`config.mk`:
```
export PLATFORM = sky130hd
export DESIGN_NAME = fp_mul_pipe
export DESIGN_NICKNAME = d
export VERILOG_FILES = /design/src/rtl/fp_mul_pipe.sv
export SDC_FILE = /design/constraint.sdc
export NUM_CORES = 2
export LEC_CHECK = 0
export ABC_AREA = 1
export BUFFER_PORTS_ARGS = -buffer_cell sky130_fd_sc_hd__buf_2
export CORE_AREA = 2 2 432 220
export DETAILED_ROUTE_END_ITERATION = 8
export DIE_AREA = 0 0 434 222
export GPL_TIMING_DRIVEN = 1
export SYNTH_ARGS = -nofsm -noshare
export SYNTH_HDL_FRONTEND = slang
export SYNTH_SLANG_ARGS = --single-unit
```
`constraint.sdc`:
```
create_clock -name clk -period 7.9 [get_ports clk]
set_clock_uncertainty 0.05 [all_clocks]
set_input_delay 0 -clock clk [delete_from_list [all_inputs] [get_ports clk]]
set_output_delay 0 -clock clk [all_outputs]
set_load 0.02 [all_outputs]
```
`src/rtl/fp_mul_pipe.sv`:
```
// Three-stage IEEE-754 style multiplier that flushes subnormals to zero and rounds to nearest-even.
// Stage 1 unpacks and multiplies, stage 2 normalizes and rounds, stage 3 handles special cases and packs the result.
module fp_mul_pipe #(
  parameter int EXP_W  = 8,
  parameter int FRAC_W = 23
) (
  input  logic                    clk,
  input  logic                    rst,
  input  logic                    in_valid,
  output logic                    in_ready,
  input  logic [EXP_W+FRAC_W:0]   a,
  input  logic [EXP_W+FRAC_W:0]   b,
  output logic                    out_valid,
  input  logic                    out_ready,
  output logic [EXP_W+FRAC_W:0]   result,
  output logic [3:0]              flags
);

  localparam int W  = 1 + EXP_W + FRAC_W;
  localparam int PW = 2*FRAC_W + 2;
  localparam int XW = EXP_W + 2;
  localparam logic signed [XW-1:0] BIAS     = XW'(2**(EXP_W-1) - 1);
  localparam logic signed [XW-1:0] EXP_MAX  = XW'(2**EXP_W - 1);
  localparam logic signed [XW-1:0] EXP_ZERO = '0;

  // ---------------- stage 1: unpack, classify, multiply ----------------
  logic              w_sa, w_sb;
  logic [EXP_W-1:0]  w_ea, w_eb;
  logic [FRAC_W-1:0] w_fa, w_fb;
  logic              w_a_zero, w_b_zero, w_a_inf, w_b_inf, w_a_nan, w_b_nan;
  logic              w_a_snan, w_b_snan, w_inf_zero;
  logic [PW-1:0]     w_sig_a, w_sig_b, w_prod;
  logic signed [XW-1:0] w_exp_sum;

  assign w_sa = a[W-1];
  assign w_sb = b[W-1];
  assign w_ea = a[W-2:FRAC_W];
  assign w_eb = b[W-2:FRAC_W];
  assign w_fa = a[FRAC_W-1:0];
  assign w_fb = b[FRAC_W-1:0];

  // Any zero exponent, including subnormals, is treated as zero.
  assign w_a_zero   = ~|w_ea;
  assign w_b_zero   = ~|w_eb;
  assign w_a_inf    = (&w_ea) & ~|w_fa;
  assign w_b_inf    = (&w_eb) & ~|w_fb;
  assign w_a_nan    = (&w_ea) & |w_fa;
  assign w_b_nan    = (&w_eb) & |w_fb;
  assign w_a_snan   = w_a_nan & ~w_fa[FRAC_W-1];
  assign w_b_snan   = w_b_nan & ~w_fb[FRAC_W-1];
  assign w_inf_zero = (w_a_inf & w_b_zero) | (w_b_inf & w_a_zero);

  assign w_sig_a   = {{(FRAC_W+1){1'b0}}, 1'b1, w_fa};
  assign w_sig_b   = {{(FRAC_W+1){1'b0}}, 1'b1, w_fb};
  assign w_prod    = w_sig_a * w_sig_b;
  assign w_exp_sum = $signed({2'b00, w_ea}) + $signed({2'b00, w_eb}) - BIAS;

  logic                 r1_valid, r1_sign, r1_nan, r1_invalid, r1_inf, r1_zero;
  logic [PW-1:0]        r1_prod;
  logic signed [XW-1:0] r1_exp;

  // Stage 1 registers; every stage advances only while in_ready is high.
  always_ff @(posedge clk) begin
    if (rst) begin
      r1_valid   <= 1'b0;
      r1_sign    <= 1'b0;
      r1_nan     <= 1'b0;
      r1_invalid <= 1'b0;
      r1_inf     <= 1'b0;
      r1_zero    <= 1'b0;
      r1_prod    <= '0;
      r1_exp     <= '0;
    end else if (in_ready) begin
      r1_valid   <= in_valid;
      r1_sign    <= w_sa ^ w_sb;
      r1_nan     <= w_a_nan | w_b_nan | w_inf_zero;
      r1_invalid <= w_a_snan | w_b_snan | w_inf_zero;
      r1_inf     <= w_a_inf | w_b_inf;
      r1_zero    <= w_a_zero | w_b_zero;
      r1_prod    <= w_prod;
      r1_exp     <= w_exp_sum;
    end
  end

  // ---------------- stage 2: normalize and round ----------------
  logic                 w_norm_shift, w_guard, w_round, w_sticky, w_round_up, w_carry;
  logic [PW-2:0]        w_norm_low;
  logic [FRAC_W-1:0]    w_frac_pre, w_frac_rnd;
  logic [FRAC_W+1:0]    w_sig_rnd;
  logic signed [XW-1:0] w_exp_norm;

  // Product lies in [1,4); drop the leading one after aligning it to the top bit.
  assign w_norm_shift = r1_prod[PW-1];
  assign w_norm_low   = w_norm_shift ? r1_prod[PW-2:0] : {r1_prod[PW-3:0], 1'b0};
  assign w_frac_pre   = w_norm_low[PW-2:FRAC_W+1];
  assign w_guard      = w_norm_low[FRAC_W];
  assign w_round      = w_norm_low[FRAC_W-1];
  assign w_sticky     = |w_norm_low[FRAC_W-2:0];
  assign w_round_up   = w_guard & (w_round | w_sticky | w_frac_pre[0]);
  assign w_sig_rnd    = {2'b01, w_frac_pre} + {{(FRAC_W+1){1'b0}}, w_round_up};
  assign w_carry      = w_sig_rnd[FRAC_W+1];
  assign w_frac_rnd   = w_carry ? w_sig_rnd[FRAC_W:1] : w_sig_rnd[FRAC_W-1:0];
  assign w_exp_norm   = r1_exp + $signed({{(XW-1){1'b0}}, w_norm_shift})
                               + $signed({{(XW-1){1'b0}}, w_carry});

  logic                 r2_valid, r2_sign, r2_nan, r2_invalid, r2_inf, r2_zero, r2_inexact;
  logic [FRAC_W-1:0]    r2_frac;
  logic signed [XW-1:0] r2_exp;

  // Stage 2 registers.
  always_ff @(posedge clk) begin
    if (rst) begin
      r2_valid   <= 1'b0;
      r2_sign    <= 1'b0;
      r2_nan     <= 1'b0;
      r2_invalid <= 1'b0;
      r2_inf     <= 1'b0;
      r2_zero    <= 1'b0;
      r2_inexact <= 1'b0;
      r2_frac    <= '0;
      r2_exp     <= '0;
    end else if (in_ready) begin
      r2_valid   <= r1_valid;
      r2_sign    <= r1_sign;
      r2_nan     <= r1_nan;
      r2_invalid <= r1_invalid;
      r2_inf     <= r1_inf;
      r2_zero    <= r1_zero;
      r2_inexact <= w_guard | w_round | w_sticky;
      r2_frac    <= w_frac_rnd;
      r2_exp     <= w_exp_norm;
    end
  end

  // ---------------- stage 3: special-case select and pack ----------------
  logic [W-1:0] w_res;
  logic [3:0]   w_flags;

  // Priority: NaN, infinity, zero, overflow, underflow, normal.
  always_comb begin
    w_res   = '0;
    w_flags = 4'b0000;
    if (r2_nan) begin
      w_res   = {1'b0, {EXP_W{1'b1}}, 1'b1, {(FRAC_W-1){1'b0}}};
      w_flags = {r2_invalid, 3'b000};
    end else if (r2_inf) begin
      w_res   = {r2_sign, {EXP_W{1'b1}}, {FRAC_W{1'b0}}};
      w_flags = 4'b0000;
    end else if (r2_zero) begin
      w_res   = {r2_sign, {(EXP_W+FRAC_W){1'b0}}};
      w_flags = 4'b0000;
    end else if (r2_exp >= EXP_MAX) begin
      w_res   = {r2_sign, {EXP_W{1'b1}}, {FRAC_W{1'b0}}};
      w_flags = 4'b0101;
    end else if (r2_exp <= EXP_ZERO) begin
      w_res   = {r2_sign, {(EXP_W+FRAC_W){1'b0}}};
      w_flags = 4'b0011;
    end else begin
      w_res   = {r2_sign, r2_exp[EXP_W-1:0], r2_frac};
      w_flags = {3'b000, r2_inexact};
    end
  end

  logic         r_out_valid;
  logic [W-1:0] r_result;
  logic [3:0]   r_flags;

  // Output registers; result and flags only load when a real operation arrives.
  always_ff @(posedge clk) begin
    if (rst) begin
      r_out_valid <= 1'b0;
      r_result    <= '0;
      r_flags     <= 4'b0000;
    end else if (in_ready) begin
      r_out_valid <= r2_valid;
      if (r2_valid) begin
        r_result <= w_res;
        r_flags  <= w_flags;
      end
    end
  end

  assign in_ready  = ~(r_out_valid & ~out_ready);
  assign out_valid = r_out_valid;
  assign result    = r_result;
  assign flags     = r_flags;

endmodule

```
# Word-level counts from Yosys, hierarchy flattened
# Index checks and enable logic that the tools add are counted.
# Widths: inputs -> output; s select.
# word_totals
regBits,141
inputBits,68
output_inout_bits,38
word_cells,78
# classes
add_sub_neg,5
n_mul,1
n_lt_le_gt_ge,2
n_mux,12
n_bitwise,26
n_reduce_logical,12
# ops
cell,n
$mux 31,4
$mul 24x24->48,1
$mux 47,1
$reduce_or 23->1,2
$mux 32,1
$add 24x1->25,1
$mux 23,1
$reduce_or 22->1,1
$add 10x2->10,2
$reduce_and 8->1,2
$reduce_or 8->1,2
$or 1x1->1,11
$and 1x1->1,10
$ge 10x9->1 const B,1
$le 10x1->1 const B,1
$sub 9x7->10 const B,1
$add 8x8->9,1
$mux 3,3
$logic_not 1->1,4
$mux 4,1
$not 1->1,4
$mux 2,1
$reduce_and 2->1,1
$xor 1x1->1,1

# Depth between registers and ports, before layout
# logic_depth
depth_word,7
depth_mapped,32
depth_no_buf,30

# Least setup slack after synthesis
# OpenSTA, ideal clock, no wires.
# synth_timing
path_type,input-to-reg
startpoint,in b[0]
endpoint,reg r1_prod[44]
setup_ps,109
arrival_time_ps,5486
required_ps,7741
slack_ps,2255
stages,27
path_buffers,2
cell_sequence,clkbuf_1 -> clkbuf_1 -> inv_1 -> fa_1 -> inv_1 -> fa_1 -> inv_1 -> fa_1 -> fa_1 -> inv_1 -> fa_1 -> fa_1 -> inv_1 -> fa_1 -> inv_1 -> ha_1 -> nand2_1 -> nor2_1 -> nand2_1 -> nor2_1 -> nand2_1 -> nand3_1 -> nand2_1 -> nand3_1 -> nand3_1 -> nand2_1 -> inv_1
# synth_between
elab_chain_cells,1
# synth_lines
item,line,rtl
from (decl),12,"input logic [EXP_W+FRAC_W:0] b,"
$mul 24x24->48,55,assign w_prod = w_sig_a * w_sig_b;
to (signal assigned),80,r1_prod <= w_prod;
to (decl),59,logic [PW-1:0] r1_prod;
# Every way passes these cells.
# A chain may end at the register's enable or synchronous reset.

# Worst setup path after layout
# layout_timing
startpoint,in b[9]
endpoint,reg r1_prod[39]
# The elaborated chain is that of the path after synthesis.

==> results.toml <==
[outcome]
run_status = "finished clean"

[critical_path]
r2r_setup_slack_ns = 3.10
setup.worst_path.start_class = "primary input"
cpMaxStageDelayCell = "buf_2"
r2r-end = "r2_exp[7]$_SDFFE_PP0N_"
critPathArrivalTime_ns = 6.72
largest_delay_share_family_worst_path = "adder cells"
critPathMaxStageDelay_ns = 0.62
timing.reg2reg.worst_path_depth = 22
cp-end-kind = "register"
worst-setup-path-type = "primary input to register"
crit_fanout = 25
path_buf_inv = 8
data_required_time_of_the_worst_path_ns = 8.19
regToRegStartpoint = "r1_prod[47]$_SDFFE_PP0N_"

[timing]
fin_setup_tns_ns = 0
worst-slew-pin-transition_ns = 0.975
slew_violations = 0
timing.max_slew.rel_slack = 0.349
achievable-frequency_ghz = 0.156
final.period_utilization = 0.813
timing.final.crit_period_ns = 6.42
setup_violations = 0
final-hold-violation-count = 0
grt_setup_unrepaired = "no"

[global_route]
use_met2 = 0.243
groute.layer.met1.usage = 0.291
first_global_vias = 23600
grt_first_pass_wirelength_um = 135000
antenna_found_initial = 5
routing_layer_with_the_top_usage_in_global_route = "met1"
grt_util_met3 = 0.0373
groute.usage.overall = 0.180
gr-total-overflow = 0
grt_max_degree = 73

[min_path]
whs_endpoint = "result[18]$_SDFFE_PP0P_"
hold_path_startpoint = "rst"
hp-class = "primary input to register"
hold_path_depth = 2

[clocking]
cts_sinks = 141
clk-insertion-delay-late_ns = 0.44
tritoncts_buffer_count = 17
clk_path_buf_depth = 2
clk_transition_reported_paths_ns = 0.07
ctsRootBufferMaster = "clkbuf_16"
maximum_level_of_the_cts_h_tree = 4
tritoncts_clock_tree = "built"

[layout]
layout.nets = 4604
final_area_mm2 = 0.0297
fraction_of_final_layout_cells_with_drive_strength_greater_than_1 = 0.0449
areaGrowthSynthToFinish_pct = 7.90
layout_common_cells = "inv_1, nand2_1, fa_1, ha_1, nor2_1"
layout.cells.most_common = "inv_1"

[route]
route.detailed.drc = 0
vias = 23200
initialDrtViolationCount = 2001
drt-wirelength-per-cell_um = 16.3
antenna_violating_nets_post_route = 0
route.final.wire_length_um = 83400
post_drt_via_cell_ratio = 4.52
first_pass_iteration_count_of_the_detailed_router = 6

[floorplanning]
rows = 79
num_io_pins = 106
fp.coreArea_mm2 = 0.0923
die_height_um = 222
die-width_um = 434
initial_utilization = 0.298
design.die.area_mm2 = 0.0963

[logic_synthesis]
syn-instance-count = 3875
syn-num-nets = 4618
synth.yosys.warnings = 0
synth_cell_types = 38
synth.ff_latch_count = 141
syn-mean-instance-area_um2 = 7.10
syn_area_mm2 = 0.0275
seq_area_frac_synth = 0.103

[job]
maxCapViolations = 0

[place]
gp_congestion = 0.917
dp_hpwl_um = 67900
io_buffer_count = 105
dpl_cell_area_mm2 = 0.0291
-- layout make-up --
cell class / count / area (um^2)
well taps: 1255 / 1570
multi-input cells: 2419 / 19700
repair buffers: 118 / 636
inverters: 1164 / 4370
fillers: 10000 / 62600
clock buffers: 18 / 429
clock inverters: 14 / 128
flip-flops and latches: 141 / 2820
diodes: 5 / 12.5
-- logic make-up after synthesis --
group / count (synthesis) / synth area share
and+or+nand+nor: 1408 / 0.205
adders and majority gates: 675 / 0.439
DFF: 141 / 0.103
AOI/OAI and AO/OA: 290 / 0.0579
buffers and inverters: 1315 / 0.181
xor gates and xnor gates: 46 / 0.0146
-- worst max path at each step --
stage	start	slack (ns)	endpoint	cells after the start
floorplan	b[0]	2.26	r1_prod[44]$_SDFFE_PP0N_	27
global placement	b[9]	1.24	r1_prod[39]$_SDFFE_PP0N_	26
detailed placement	b[9]	1.20	r1_prod[39]$_SDFFE_PP0N_	26
CTS	a[12]	1.66	r1_prod[39]$_SDFFE_PP0N_	26
global route	a[12]	1.25	r1_prod[39]$_SDFFE_PP0N_	26
finish	b[9]	1.48	r1_prod[39]$_SDFFE_PP0N_	26
-- worst reg2reg max path, cell delays in order (launching register included) --
cell,delay [ns]
dfxtp_1,0.36
buf_4,0.40
nand2_1,0.10
o21ai_0,0.12
nor2_1,0.08
nor2_1,0.10
ha_1,0.22
ha_1,0.24
nand2_1,0.10
nor2_2,0.25
inv_1,0.18
nor2_1,0.17
nand3_1,0.16
nor2_1,0.13
nand4_1,0.17
fa_1,0.50
nor3_1,0.39
nand3_1,0.18
nor2_1,0.18
nand2_1,0.08
xor2_1,0.36
o211ai_1,0.14
inv_1,0.08
-- sequential cells by signal, indices dropped and copies added, names as in the netlist, 4 cells and up --
| name | count |
|---|---|
| r1_prod | 48 |
| r2_frac | 23 |
| flags | 4 |
| r2_exp | 10 |
| result | 32 |
| r1_exp | 10 |
-- cells in the mapped netlist --
library cell     n  area (um^2)
nand3b_1         3         22.5
nand3_2          2         20.0
buf_1            1         3.75
and2_1           2         12.5
clkinv_1         1         3.75
a21oi_1        103          515
xnor2_1         13          114
a21boi_0         1         7.51
o21ai_2          5         43.8
nor2_4           1         11.3
nor2_2           6         37.5
a2111oi_0        1         8.76
xor2_1          33          289
o21ai_1         12         60.1
inv_2            2         7.51
o21ai_0        120          601
a31oi_1          3         18.8
o21bai_1        34          255
buf_6            4         45.0
fa_1           484         9690
clkbuf_1       138          518
nor4_1          10         62.6
and2_0           1         6.26
or2_2           10         62.6
inv_1         1161         4360
buf_4            3         22.5
a211oi_1         1         7.51
ha_1           191         2390
nand4_1         46          288
nand2_1       1034         3880
dfxtp_1        141         2820
and3_1           1         6.26
o211ai_1         8         60.1
nor3_1           9         45.0
nand3_1        106          531
o31ai_1          2         15.0
buf_2            5         25.0
nor2_1         177          664
-- repair_timing --
action	CTS	global route
gates resized for setup	0	0
setup buffers	0	0
hold buffers	5	0
hold endpoints to repair	3	0
-- per-stage QoR --
stage / hold WS, ns / setup slack [ns] / util / std cells
floorplan: 0.106 / 2.26 / - / 3875
global placement: 0.213 / 1.24 / 0.315 / 5092
detailed placement: 0.217 / 1.20 / 0.315 / 5092
CTS: 0.0182 / 1.66 / 0.322 / 5129
global route: 0.0366 / 1.25 / 0.322 / 5133
finish: 0.0479 / 1.48 / 0.322 / 5134
-- routing by layer --
metal  vias up  part of all wire
met3        63             0.098
met4         0             0.011
met5         -                 0
met1     11200              0.51
met2       863              0.38
li1      11100                 -
Power is left out: the tool's default activity adds up to more than one toggle a clock period on the data nets, which glitch-free logic cannot reach.
